`src/rtl/rvm_irq_timer.sv`:
```
`default_nettype none
// ============================================================================
// rvm_irq_timer - mtime/mtimecmp/msip interrupt source behind an AXI4-Lite slave.
// Optional macro RVM_IRQ_TIMER_PRESCALER_EN adds the PRESCALE register (0x18).
// Revision: 1.0
// ============================================================================
module rvm_irq_timer #(
    parameter int ADDR_WIDTH = 32,
    parameter int DATA_WIDTH = 32,
    parameter int NUM_IRQ    = 3
) (
    input  logic                    clock_i,
    input  logic                    reset_ni,
    input  logic                    ext_irq_i,
    input  logic [ADDR_WIDTH-1:0]   s_axi_awaddr,
    input  logic                    s_axi_awvalid,
    output logic                    s_axi_awready,
    input  logic [DATA_WIDTH-1:0]   s_axi_wdata,
    input  logic [DATA_WIDTH/8-1:0] s_axi_wstrb,
    input  logic                    s_axi_wvalid,
    output logic                    s_axi_wready,
    output logic [1:0]              s_axi_bresp,
    output logic                    s_axi_bvalid,
    input  logic                    s_axi_bready,
    input  logic [ADDR_WIDTH-1:0]   s_axi_araddr,
    input  logic                    s_axi_arvalid,
    output logic                    s_axi_arready,
    output logic [DATA_WIDTH-1:0]   s_axi_rdata,
    output logic [1:0]              s_axi_rresp,
    output logic                    s_axi_rvalid,
    input  logic                    s_axi_rready,
    output logic [NUM_IRQ-1:0]      irq_o
);

    localparam logic [4:0] A_MSIP  = 5'h00;
    localparam logic [4:0] A_CMPLO = 5'h08;
    localparam logic [4:0] A_CMPHI = 5'h0C;
    localparam logic [4:0] A_TLO   = 5'h10;
    localparam logic [4:0] A_THI   = 5'h14;
    localparam logic [4:0] A_PRE   = 5'h18;

    localparam logic [1:0] RESP_OKAY   = 2'b00;
    localparam logic [1:0] RESP_SLVERR = 2'b10;

    localparam logic [1:0] W_IDLE = 2'd0;
    localparam logic [1:0] W_EXEC = 2'd1;
    localparam logic [1:0] W_RESP = 2'd2;
    localparam logic [0:0] R_IDLE = 1'b0;
    localparam logic [0:0] R_RESP = 1'b1;

    function automatic logic [31:0] merge_bytes(input logic [31:0] old_v,
                                                input logic [31:0] new_v,
                                                input logic [3:0]  strb);
        logic [31:0] res;
        res = old_v;
        for (int i = 0; i < 4; i++) begin
            if (strb[i]) res[8*i +: 8] = new_v[8*i +: 8];
        end
        return res;
    endfunction

    function automatic logic addr_mapped(input logic [4:0] a);
        case (a)
            A_MSIP, A_CMPLO, A_CMPHI, A_TLO, A_THI: return 1'b1;
`ifdef RVM_IRQ_TIMER_PRESCALER_EN
            A_PRE: return 1'b1;
`endif
            default: return 1'b0;
        endcase
    endfunction

    logic        rdy_en_q;
    logic [1:0]  wstate_q, wstate_d;
    logic        aw_done_q, aw_done_d, w_done_q, w_done_d;
    logic [4:0]  awaddr_q, awaddr_d;
    logic [31:0] wdata_q, wdata_d;
    logic [3:0]  wstrb_q, wstrb_d;
    logic [1:0]  bresp_q, bresp_d;
    logic [0:0]  rstate_q, rstate_d;
    logic [31:0] rdata_q, rdata_d, rd_mux;
    logic [1:0]  rresp_q, rresp_d;
    logic        msip_q, msip_d;
    logic [63:0] mtime_q, mtime_d, mtimecmp_q, mtimecmp_d;
    logic [1:0]  ext_sync_q;
    logic [1:0]  irq_q;
    logic        tick;
    logic        w_exec;

    // Readies stay low until the first clock after reset release.
    assign s_axi_awready = rdy_en_q && (wstate_q == W_IDLE) && !aw_done_q;
    assign s_axi_wready  = rdy_en_q && (wstate_q == W_IDLE) && !w_done_q;
    assign s_axi_bvalid  = (wstate_q == W_RESP);
    assign s_axi_bresp   = bresp_q;
    assign s_axi_arready = rdy_en_q && (rstate_q == R_IDLE);
    assign s_axi_rvalid  = (rstate_q == R_RESP);
    assign s_axi_rdata   = rdata_q;
    assign s_axi_rresp   = rresp_q;

    assign w_exec = (wstate_q == W_EXEC);

    always_comb begin
        wstate_d  = wstate_q;
        aw_done_d = aw_done_q;
        w_done_d  = w_done_q;
        awaddr_d  = awaddr_q;
        wdata_d   = wdata_q;
        wstrb_d   = wstrb_q;
        bresp_d   = bresp_q;
        case (wstate_q)
            W_IDLE: begin
                if (s_axi_awvalid && s_axi_awready) begin
                    aw_done_d = 1'b1;
                    awaddr_d  = s_axi_awaddr[4:0];
                end
                if (s_axi_wvalid && s_axi_wready) begin
                    w_done_d = 1'b1;
                    wdata_d  = s_axi_wdata;
                    wstrb_d  = s_axi_wstrb;
                end
                if (aw_done_d && w_done_d) wstate_d = W_EXEC;
            end
            W_EXEC: begin
                bresp_d  = addr_mapped(awaddr_q) ? RESP_OKAY : RESP_SLVERR;
                wstate_d = W_RESP;
            end
            W_RESP: begin
                if (s_axi_bready) begin
                    wstate_d  = W_IDLE;
                    aw_done_d = 1'b0;
                    w_done_d  = 1'b0;
                end
            end
            default: wstate_d = W_IDLE;
        endcase
    end

`ifdef RVM_IRQ_TIMER_PRESCALER_EN
    logic [15:0] prescale_q, prescale_d, div_q, div_d;
    logic        wr_pre;

    assign wr_pre = w_exec && (awaddr_q == A_PRE);
    assign tick   = (div_q == prescale_q);

    always_comb begin
        prescale_d = prescale_q;
        if (wr_pre) begin
            if (wstrb_q[0]) prescale_d[7:0]  = wdata_q[7:0];
            if (wstrb_q[1]) prescale_d[15:8] = wdata_q[15:8];
        end
        div_d = (wr_pre || tick) ? 16'd0 : div_q + 16'd1;
    end

    always_ff @(posedge clock_i or negedge reset_ni) begin
        if (!reset_ni) begin
            prescale_q <= 16'd0;
            div_q      <= 16'd0;
        end else begin
            prescale_q <= prescale_d;
            div_q      <= div_d;
        end
    end
`else
    assign tick = 1'b1;
`endif

    // A write to either MTIME half replaces that cycle's increment entirely.
    always_comb begin
        mtime_d    = mtime_q;
        mtimecmp_d = mtimecmp_q;
        msip_d     = msip_q;
        if (w_exec && awaddr_q == A_TLO)
            mtime_d[31:0] = merge_bytes(mtime_q[31:0], wdata_q, wstrb_q);
        else if (w_exec && awaddr_q == A_THI)
            mtime_d[63:32] = merge_bytes(mtime_q[63:32], wdata_q, wstrb_q);
        else if (tick)
            mtime_d = mtime_q + 64'd1;
        if (w_exec && awaddr_q == A_CMPLO)
            mtimecmp_d[31:0] = merge_bytes(mtimecmp_q[31:0], wdata_q, wstrb_q);
        if (w_exec && awaddr_q == A_CMPHI)
            mtimecmp_d[63:32] = merge_bytes(mtimecmp_q[63:32], wdata_q, wstrb_q);
        if (w_exec && awaddr_q == A_MSIP && wstrb_q[0])
            msip_d = wdata_q[0];
    end

    always_comb begin
        rd_mux = 32'h0;
        case (s_axi_araddr[4:0])
            A_MSIP:  rd_mux = {31'h0, msip_q};
            A_CMPLO: rd_mux = mtimecmp_q[31:0];
            A_CMPHI: rd_mux = mtimecmp_q[63:32];
            A_TLO:   rd_mux = mtime_q[31:0];
            A_THI:   rd_mux = mtime_q[63:32];
`ifdef RVM_IRQ_TIMER_PRESCALER_EN
            A_PRE:   rd_mux = {16'h0, prescale_q};
`endif
            default: rd_mux = 32'h0;
        endcase
    end

    always_comb begin
        rstate_d = rstate_q;
        rdata_d  = rdata_q;
        rresp_d  = rresp_q;
        if (rstate_q == R_IDLE) begin
            if (s_axi_arvalid && s_axi_arready) begin
                rdata_d  = rd_mux;
                rresp_d  = addr_mapped(s_axi_araddr[4:0]) ? RESP_OKAY : RESP_SLVERR;
                rstate_d = R_RESP;
            end
        end else if (s_axi_rready) begin
            rstate_d = R_IDLE;
        end
    end

    always_ff @(posedge clock_i or negedge reset_ni) begin
        if (!reset_ni) begin
            rdy_en_q   <= 1'b0;
            wstate_q   <= W_IDLE;
            aw_done_q  <= 1'b0;
            w_done_q   <= 1'b0;
            awaddr_q   <= 5'h0;
            wdata_q    <= 32'h0;
            wstrb_q    <= 4'h0;
            bresp_q    <= 2'b00;
            rstate_q   <= R_IDLE;
            rdata_q    <= 32'h0;
            rresp_q    <= 2'b00;
            msip_q     <= 1'b0;
            mtime_q    <= 64'h0;
            mtimecmp_q <= {64{1'b1}};
            ext_sync_q <= 2'b00;
            irq_q      <= 2'b00;
        end else begin
            rdy_en_q   <= 1'b1;
            wstate_q   <= wstate_d;
            aw_done_q  <= aw_done_d;
            w_done_q   <= w_done_d;
            awaddr_q   <= awaddr_d;
            wdata_q    <= wdata_d;
            wstrb_q    <= wstrb_d;
            bresp_q    <= bresp_d;
            rstate_q   <= rstate_d;
            rdata_q    <= rdata_d;
            rresp_q    <= rresp_d;
            msip_q     <= msip_d;
            mtime_q    <= mtime_d;
            mtimecmp_q <= mtimecmp_d;
            ext_sync_q <= {ext_sync_q[0], ext_irq_i};
            irq_q      <= {(mtime_q >= mtimecmp_q), msip_q};
        end
    end

    assign irq_o[2:0] = {ext_sync_q[1], irq_q};

    if (NUM_IRQ > 3) begin : g_irq_pad
        assign irq_o[NUM_IRQ-1:3] = '0;
    end

    if (ADDR_WIDTH > 5) begin : g_addr_hi
        logic unused_addr_hi;
        assign unused_addr_hi = ^{s_axi_awaddr[ADDR_WIDTH-1:5], s_axi_araddr[ADDR_WIDTH-1:5]};
    end

endmodule
`default_nettype wire

```
`config.mk`:
```
export PLATFORM = sky130hd
export DESIGN_NAME = rvm_irq_timer
export DESIGN_NICKNAME = d
export VERILOG_FILES = /design/src/rtl/rvm_irq_timer.sv
export SDC_FILE = /design/constraint.sdc
export NUM_CORES = 1
export LEC_CHECK = 0
export CAP_MARGIN = 10
export CORE_ASPECT_RATIO = 1.75
export CORE_UTILIZATION = 30
export DETAILED_ROUTE_END_ITERATION = 6
export PLACE_DENSITY = 0.54
export SETUP_SLACK_MARGIN = 0.5
export SYNTH_ARGS = -nofsm -noshare
export SYNTH_HDL_FRONTEND = slang
export SYNTH_SLANG_ARGS = --single-unit
```
`constraint.sdc`:
```
create_clock -name clock_i -period 4.5 [get_ports clock_i]
set_clock_uncertainty 0.15 [all_clocks]
set_input_delay 0.9 -clock clock_i [delete_from_list [all_inputs] [get_ports clock_i]]
set_output_delay 0.9 -clock clock_i [all_outputs]
set_load 0.01 [all_outputs]
```
**After elaboration in Yosys (flattened, before gate mapping)**

Cells that the tools add are included.
W data, S select, Z words.

- Bits of input ports: 108
- Flip-flop bits (word level): 216

- Equal/unequal tests: 21
- Add/subtract/negate cells: 1
- Bitwise gates (word level): 2
- Mux-type cells: 28
- $lt $le $gt $ge: 1
- Reductions and logical operators: 43

Operators with widths:

| cell | number |
|---|---|
| $pmux W32 S5 | 1 |
| $mux W32 | 3 |
| $add A64 B1 Y64 const B | 1 |
| $ge A64 B64 Y1 | 1 |
| $reduce_and A2 Y1 | 21 |
| $mux W8 | 4 |
| $eq A5 B4 Y1 const B | 4 |
| $eq A5 B5 Y1 const B | 4 |
| $ne A2 B2 Y1 const B | 9 |
| $logic_and A1 B1 Y1 | 14 |
| $mux W1 | 13 |
| $logic_not A5 Y1 | 2 |
| $reduce_or A5 Y1 | 2 |
| $mux W2 | 4 |
| $pmux W2 S3 | 1 |
| $ne A2 B1 Y1 const B | 2 |
| $pmux W1 S2 | 2 |
| $eq A2 B1 Y1 const B | 1 |
| $eq A2 B2 Y1 const B | 1 |
| $logic_not A1 Y1 | 2 |
| $logic_not A2 Y1 | 1 |
| $not A1 Y1 | 2 |
| $reduce_bool A2 Y1 | 1 |

**Logic depth before layout (Yosys ltp)**

Gate-level depths: netlist of run 1.

- Depth in word-level cells: 9
- Gate-level depth with buffers: 8
- Gate-level depth less buffers: 8

**Worst setup path after synthesis of run 1**

OpenSTA, ideal clock, no wires.

- Kind: input to register
- Start: in s_axi_araddr[1]
- End: reg rdata_q[27], in the netlist s_axi_rdata[27]
- Setup time: 0.083 ns
- Path buffers: 2
- Data required time: 4.267 ns
- Stages on the path: 7
- Setup slack: 2.187 ns
- Arrival time: 2.080 ns
- Cell sequence: nor3_1 and3b_1 clkbuf_1 clkbuf_1 a22o_2 a221oi_1 o21ai_0

- Word-level cells in the longest chain between the ends: 2
- Elaborated cells on any way between the ends: 6
- Those cells by class: 4 x eq/ne; 1 x mux; 1 x reduce/logical

RTL lines:

| what | line | text |
|---|---|---|
| start: declaration | 25 | `input logic [ADDR_WIDTH-1:0] s_axi_araddr,` |
| $eq A5 B5 Y1, or another cell as far along | 187 | `case (s_axi_araddr[4:0])` |
| $pmux W32 S5 * | 187 |  |
| end signal: assignment | 243 | `rdata_q <= rdata_d;` |
| end: declaration | 80 | `logic [31:0] rdata_q, rdata_d, rd_mux;` |

Mark *: on every way between the ends. The rest lies on a longest branch, timed or not.
A chain may end at the register's enable or synchronous reset.

**Final worst setup path of run 1**

- Start: reg mtimecmp_q[63]
- End: reg irq_q[1]

- Word-level cells in the longest chain between the ends: 1

RTL lines:

| what | line | text |
|---|---|---|
| start: declaration | 83 | `logic [63:0] mtime_q, mtime_d, mtimecmp_q, mtimecmp_d;` |
| start signal: assignment | 230 | `mtimecmp_q <= {64{1'b1}};` |
| start signal: assignment | 247 | `mtimecmp_q <= mtimecmp_d;` |
| $ge A64 B64 Y1 | 249 | `irq_q <= {(mtime_q >= mtimecmp_q), msip_q};` |
| end signal: assignment | 249 |  |
| end: declaration | 85 | `logic [1:0] irq_q;` |

Every way passes these cells.

==> reports/qor.csv, run 1 <==
stage;metric;value;unit
status;outcome;complete, no violations;
cts;cts.htree.levels;1;
layout;nets;1492;
run;max_cap_violations;0;
placed_design;port_buffers;95;
cts;postCtsSetupBuffers;0;
cts;cts.path.max_buffers;3;
sta;min_period_over_period;72.7;%
grt;grt_overflow;0;
floorplanning;die_x;155;µm
worst_setup_path;reg2reg_depth;8;
worst_setup_path;critical_path.endpoint_type;flip-flop;
hold_path;hold_depth;0;
worst_setup_path;critical_path_required;4.82;ns
detailed_routing;routed_wl;40300;µm
placed_design;dp_hpwl;29600;µm
synthesis;postSynthAreaPerCell;9.88;µm²
synthesis;yosys_warnings;0;
layout;syn_to_final_growth;17.6;%
sta;slew_violations;0;
sta;setup_ws;1.23;ns
floorplanning;initial_utilization;30.5;%
sta;fin_setup_tns;0;ns
synthesis;seq_area_frac_synth;44.5;%
cts;root_buffer;clkbuf_16;
worst_setup_path;worstSetupStartpointType;flip-flop;
cts;worst_skew_pair.late_latency;0.53;ns
worst_setup_path;crit_arrival;3.59;ns
worst_setup_path;path_depth;8;
detailed_routing;drtIter0Drc;649;
detailed_routing;dr.pass1.iters;5;
cts;numCtsBuffers;22;
synthesis;synth_edf_count;0;
synthesis;synth_commonest_cells;dfrtp_1, nand2_1, mux2_2;
grt;grt.total_usage;19.5;%
detailed_routing;ant_nets;0;
worst_setup_path;r2r_slack;1.23;ns
worst_setup_path;cp_num_buf_inv;1;
synthesis;ys_ff_latch;214;
worst_setup_path;critPathSlowestCell;nor3_1;
grt;antenna_found_initial;0;
hold_path;min-delay-path-class;flip-flop to flip-flop;
placed_design;gp_congestion;0.910;
pwr;ir_drop;0.232;mV
cts;cts_tree;done;
cts;ctsHoldBuffers;0;
floorplanning;die-area;0.0416;mm²
sta;min_period;3.27;ns
cts;cts.sink_count;214;
layout;drive_above_1_share;18.1;%
layout;fin_area;0.0144;mm²
detailed_routing;drcViolationCount;0;
detailed_routing;drt-wirelength-per-cell;22.0;µm
hold_path;min_to;ext_sync_q[1];
worst_setup_path;reg2reg_to;irq_q[1];
placed_design;placed_area;0.0137;mm²
grt;grt_max_degree;103;
hold_path;hold_path.startpoint;ext_sync_q[0];
pwr;total_leakage_power;5.83;nW
synthesis;synth_most_common_cell;dfrtp_1;
synthesis;synthFlopType;dfrtp_1;
synthesis;synth_cells;1236;
floorplanning;io_pins;152;
grt;grt_first_pass_wirelength;62000;µm
sta;rsz0062_at_grt;false;
worst_setup_path;critPathMaxFanout;3;
grt;grt_pass1_vias;10400;
detailed_routing;viasPerCell;5.61;
worst_setup_path;r2r-start;mtimecmp_q[63];
synthesis;synth.top_cell.area_share;30.7;%
floorplanning;core;0.0401;mm²
worst_setup_path;crit_family;simple AND/OR/NAND/NOR gates;
synthesis;async_reset_ff_share;100;%
worst_setup_path;crit_chain;inv_1, ha_1, nand4_1, nor3_1, nand4_1, nor3_1, o311a_1, a211o_1;
cts;post_cts_resized;0;
synthesis;synthTopCellsByArea;dfrtp_1, dfstp_2, mux2_2;
sta;fmaxAchievable;0.306;GHz
sta;report.final.setup_viol;0;
layout;nFillCells;4105;
floorplanning;die_h;269;µm
synthesis;mappedNetlistArea;0.0122;mm²
worst_setup_path;crit_type;flip-flop to flip-flop;
synthesis;synthDistinctLibCells;73;
placed_design;post-place-ws;1.24;ns
pwr;powerDensity;602;mW/mm²
sta;tightest_slew;1.15;ns
cts;cts.reportedPaths.clkPinSlew;0.06;ns
floorplanning;rows;97;
detailed_routing;num_vias;10300;
layout;diodes;0;
synthesis;yosysTopAreaCell;dfrtp_1;
sta;finalHoldViolations;0;
sta;relSlewSlack;23.1;%
worst_setup_path;slowest_delay;0.71;ns
## metal layers
metal  part of all wire [%]  wire [µm]  vias up  track usage (%)
li1                       -          -     4756                -
met1                     36      14500     5123             20.3
met2                     55      22000      285             37.9
met3                    3.6       1450      101             1.90
met4                    5.6       2270        0             11.1
met5                      0          0        -                0
## cell type report
class / instances / area (µm²) / area share (%)
Clock buffer: 32 / 639 / 4.45
Clock inverter: 8 / 71.3 / 0.496
Inverter: 82 / 308 / 2.14
Multi-Input combinational cell: 886 / 6180 / 43.0
Sequential cell: 214 / 5440 / 37.8
Tap cell: 495 / 619 / 4.31
Timing Repair Buffer: 113 / 1120 / 7.77
## sequential cells by signal, indices dropped and copies added, names as in the netlist, 2 cells and up
name and count:
awaddr_q 5, ext_sync_q 2, irq_q 2, mtime_q 64, mtimecmp_q 64, s_axi_rdata 32, wdata_q 32, wstate_q 2
wstrb_q 4
## metrics by stage
stage               total power, mW  utilization [%]  hold WS [ns]  cells
floorplan                      5.48                -         0.181   1237
finish                         8.65             35.9         0.206   1830
CTS                            8.72             35.9         0.214   1830
global route                   9.22             35.9         0.221   1830
global placement               6.71             34.1         0.183   1790
detailed placement             6.81             34.1         0.187   1790
## logic make-up (layout without fill, tap and decap cells)
kind of cell             Yosys count  after routing  synth area share, %
AO/OA/AOI/OAI                    339            339                 18.3
adder cells (fa/ha/maj)           65             65                 6.66
buffers and inverters            137            235                 5.04
flip-flops                       214            214                 44.5
multiplexers                     113            113                 10.3
other                              2              3               0.0615
AND/OR/NAND/NOR                  366            366                 15.1
## power breakdown
group	internal (mW)	switching, mW
combinational	1.34	1.56
clock	1.05	0.824
sequential	2.76	1.10
## worst max-delay path by stage
| stage | startpoint | end | slack (ns) |
|---|---|---|---|
| floorplan | s_axi_araddr[1] | s_axi_rdata[27] | 2.19 |
| global placement | mtimecmp_q[63] | irq_q[1] | 1.26 |
| detailed placement | mtimecmp_q[63] | irq_q[1] | 1.24 |
| CTS | mtimecmp_q[63] | irq_q[1] | 1.20 |
| global route | mtimecmp_q[63] | irq_q[1] | 1.19 |
| finish | mtimecmp_q[63] | irq_q[1] | 1.23 |
## layout by cell type (no fill, tap or decap), types with 9 or more instances in the layout
cell type,count
buf_4,16
a221oi_1,36
nor2_1,60
nand3_1,49
o21ai_0,76
or3_1,11
mux2i_1,10
a31oi_1,11
nand4_1,32
a21o_1,13
inv_1,81
mux2_2,103
clkdlybuf4s50_1,94
clkbuf_16,23
nand2_1,116
nor4_1,9
dfstp_2,64
a22o_1,32
and3_1,17
a21oi_1,95
dfrtp_1,150
a211oi_1,15
ha_1,65
nor3_1,28
o22ai_1,9
No activity file was read; power rests on OpenSTA's default activity.
==> run 2, diff against run 1 <==
Settings changed: PLACE_DENSITY 0.54 to 0.56.
Clock period 4.5 ns to 2.95 ns, I/O delays scaled along.
==> run 2 against run 1 <==
  * Die area unchanged
  * Sequential power increased by 47%
  * Flip-flop and latch count is the same
  * Via count up 3.9%
  * Register-to-register slack worse by 0.98 ns
  * Combinational power rose by 92%
  * Cell area up 6.3%
  * Fmax increased by 21%
  * Setup slack got worse by 0.98 ns
  * Clock-buffer cell count increased by 5
  * Non-clock buffer count up 76
  * Critical path type unchanged
==> reports/qor.csv, run 2 (synthesis gave the netlist of run 1 again) <==
stage;metric;value;unit;change
status;outcome;complete, no violations;;
sta;min_period_over_period;91.5;%;+19 points
cts;root_buffer;clkbuf_16;;
placed_design;post-place-ws;0.0649;ns;-1.17 ns
hold_path;min-delay-path-class;flip-flop to flip-flop;;
cts;cts.reportedPaths.clkPinSlew;0.06;ns;about the same
layout;nFillCells;3974;;-3.2%
layout;diodes;0;;unchanged
grt;grt_pass1_vias;11000;;+5.9%
cts;cts_tree;done;;
sta;rsz0062_at_grt;true;;
floorplanning;rows;97;;unchanged
layout;fin_area;0.0153;mm²;+6.3%
floorplanning;die-area;0.0416;mm²;unchanged
sta;setup_ws;0.251;ns;-0.979 ns
detailed_routing;dr.pass1.iters;6;;+1
placed_design;port_buffers;95;;unchanged
sta;fin_setup_tns;0;ns;unchanged
cts;numCtsBuffers;22;;unchanged
detailed_routing;drt-wirelength-per-cell;21.5;µm;-2.5%
worst_setup_path;critPathSlowestCell;dfstp_2;;
worst_setup_path;critPathMaxFanout;2;;-1
layout;reg.largest.list;mtime_q x64, mtimecmp_q x64;;
pwr;total_leakage_power;6.31;nW;+8.3%
placed_design;gp_congestion;0.920;;+1.2%
detailed_routing;viasPerCell;5.60;;-0.22%
detailed_routing;drtIter0Drc;570;;-12%
grt;busiest_layer;met2;;
layout;area.sequential;0.00545;mm²;+0.30%
worst_setup_path;crit_arrival;2.96;ns;-0.63 ns
grt;grt_use_met2;39.5;%;+1.6 points
hold_path;hold_path.startpoint;ext_sync_q[0];;
sta;report.final.setup_viol;0;;unchanged
detailed_routing;routed_wl;40900;µm;+1.6%
worst_setup_path;reg2reg_depth;10;;+2
layout;nets;1568;;+5.1%
detailed_routing;ant_nets;0;;unchanged
placed_design;placed_area;0.0142;mm²;+3.8%
grt;grt_first_pass_wirelength;63600;µm;+2.6%
run;max_cap_violations;0;;unchanged
sta;min_period;2.70;ns;-0.571 ns
sta;relSlewSlack;43.9;%;+21 points
worst_setup_path;crit_family;compound AO/OA/AOI/OAI gates;;
detailed_routing;num_vias;10700;;+3.9%
sta;tightest_slew;0.833;ns;-0.313 ns
pwr;p_total;14.0;mW;+62%
grt;grt_overflow;0;;unchanged
layout;multi_input_area;0.00645;mm²;+4.4%
sta;slew_violations;0;;unchanged
cts;worst_skew_pair.late_latency;0.53;ns;about the same
grt;use_met3;2.27;%;+0.37 points
hold_path;min_to;ext_sync_q[1];;
grt;grt_max_degree;64;;-38%
floorplanning;initial_utilization;30.5;%;unchanged
worst_setup_path;worstSetupStartpointType;flip-flop;;
worst_setup_path;crit_chain;inv_2, ha_4, and2_4, a221o_1, a221o_1, nor3_2, buf_4, o21ai_2, buf_4, a211o_1;;
sta;finalHoldViolations;0;;unchanged
floorplanning;die_x;155;µm;unchanged
floorplanning;die_h;269;µm;unchanged
cts;cts.sink_count;214;;unchanged
cts;cts.htree.levels;1;;unchanged
layout;final_common_cell;dfrtp_1;;
worst_setup_path;cp_num_buf_inv;3;;+2
grt;grtUsageMet1;19.7;%;-0.65 points
worst_setup_path;r2r_slack;0.25;ns;-0.98 ns
worst_setup_path;critical_path_required;3.21;ns;-1.61 ns
cts;cts.path.max_buffers;3;;unchanged
pwr;ir_drop;0.338;mV;+45%
hold_path;hold_depth;0;;unchanged
layout;syn_to_final_growth;25.0;%;
worst_setup_path;r2r-start;mtimecmp_q[50];;
placed_design;dp_hpwl;30300;µm;+2.2%
layout;final_cell_mix;dfrtp_1, nand2_1, mux2_2, a21oi_1, clkdlybuf4s50_1;;
pwr;powerDensity;915;mW/mm²;+52%
sta;fmaxAchievable;0.371;GHz;+21%
detailed_routing;drcViolationCount;0;;unchanged
worst_setup_path;slowest_delay;0.54;ns;-0.17 ns
grt;antenna_found_initial;0;;unchanged
worst_setup_path;crit_type;flip-flop to flip-flop;;
layout;final_util;38.1;%;+2.2 points
worst_setup_path;critical_path.endpoint_type;flip-flop;;
floorplanning;core;0.0401;mm²;unchanged
grt;grt.total_usage;19.9;%;+0.34 points
layout;drive_above_1_share;26.2;%;+8.0 points
worst_setup_path;reg2reg_to;irq_q[1];;
floorplanning;io_pins;152;;unchanged
run 2: power breakdown:
| part | switching [mW] | leakage (nW) | internal (mW) |
|---|---|---|---|
| sequential | 1.43 | 2.56 | 4.24 |
| clock | 1.19 | 0.330 | 1.52 |
| combinational | 2.95 | 3.42 | 2.64 |
| total | 5.57 | 6.31 | 8.40 |
run 2: stage by stage:
step | std cells | hold WS [ns]
global route | 1906 | 0.228
CTS | 1896 | 0.208
detailed placement | 1850 | 0.194
global placement | 1850 | 0.185
floorplan | 1237 | 0.144
finish | 1906 | 0.205
run 2: final cells by class:
cell class,instances,share of cell area [%]
Tap cell,495,4.06
Clock buffer,37,4.31
Multi-Input combinational cell,886,42.3
Timing Repair Buffer,189,11.5
Inverter,82,2.04
Sequential cell,214,35.7
Clock inverter,3,0.0983
run 2: worst register-to-register path: stages, from the launching register on:
cell	delay (ns)
dfstp_2	0.54
inv_2	0.05
ha_4	0.22
and2_4	0.14
a221o_1	0.39
a221o_1	0.33
nor3_2	0.21
buf_4	0.16
o21ai_2	0.04
buf_4	0.14
a211o_1	0.21
run 2: how the worst max path moves through the flow:
stage	slack [ns]	to	start	cells past startpoint
4_1_cts	0.23	irq_q[1]	mtimecmp_q[49]	10
3_3_place_gp	0.10	irq_q[1]	mtimecmp_q[51]	10
3_5_place_dp	0.06	irq_q[1]	mtimecmp_q[51]	10
5_1_grt	0.22	irq_q[1]	mtimecmp_q[25]	9
2_1_floorplan	0.70	irq_q[1]	mtimecmp_q[51]	8
6_report	0.25	irq_q[1]	mtimecmp_q[50]	10
run 2: repair_timing:
item | CTS | global route
hold buffers | 1 | 0
resized for setup | 47 | 34
buffers inserted | 5 | 10
pin swaps | 8 | 15
endpoints found under the hold margin | 46 | 0
endpoints found under the setup margin | 73 | 98
run 2: metal layers:
layer / up-vias / wire [µm]
met1: 5322 / 14100
met4: 0 / 2380
met2: 311 / 22900
met3: 123 / 1590
li1: 4912 / -
met5: - / 0
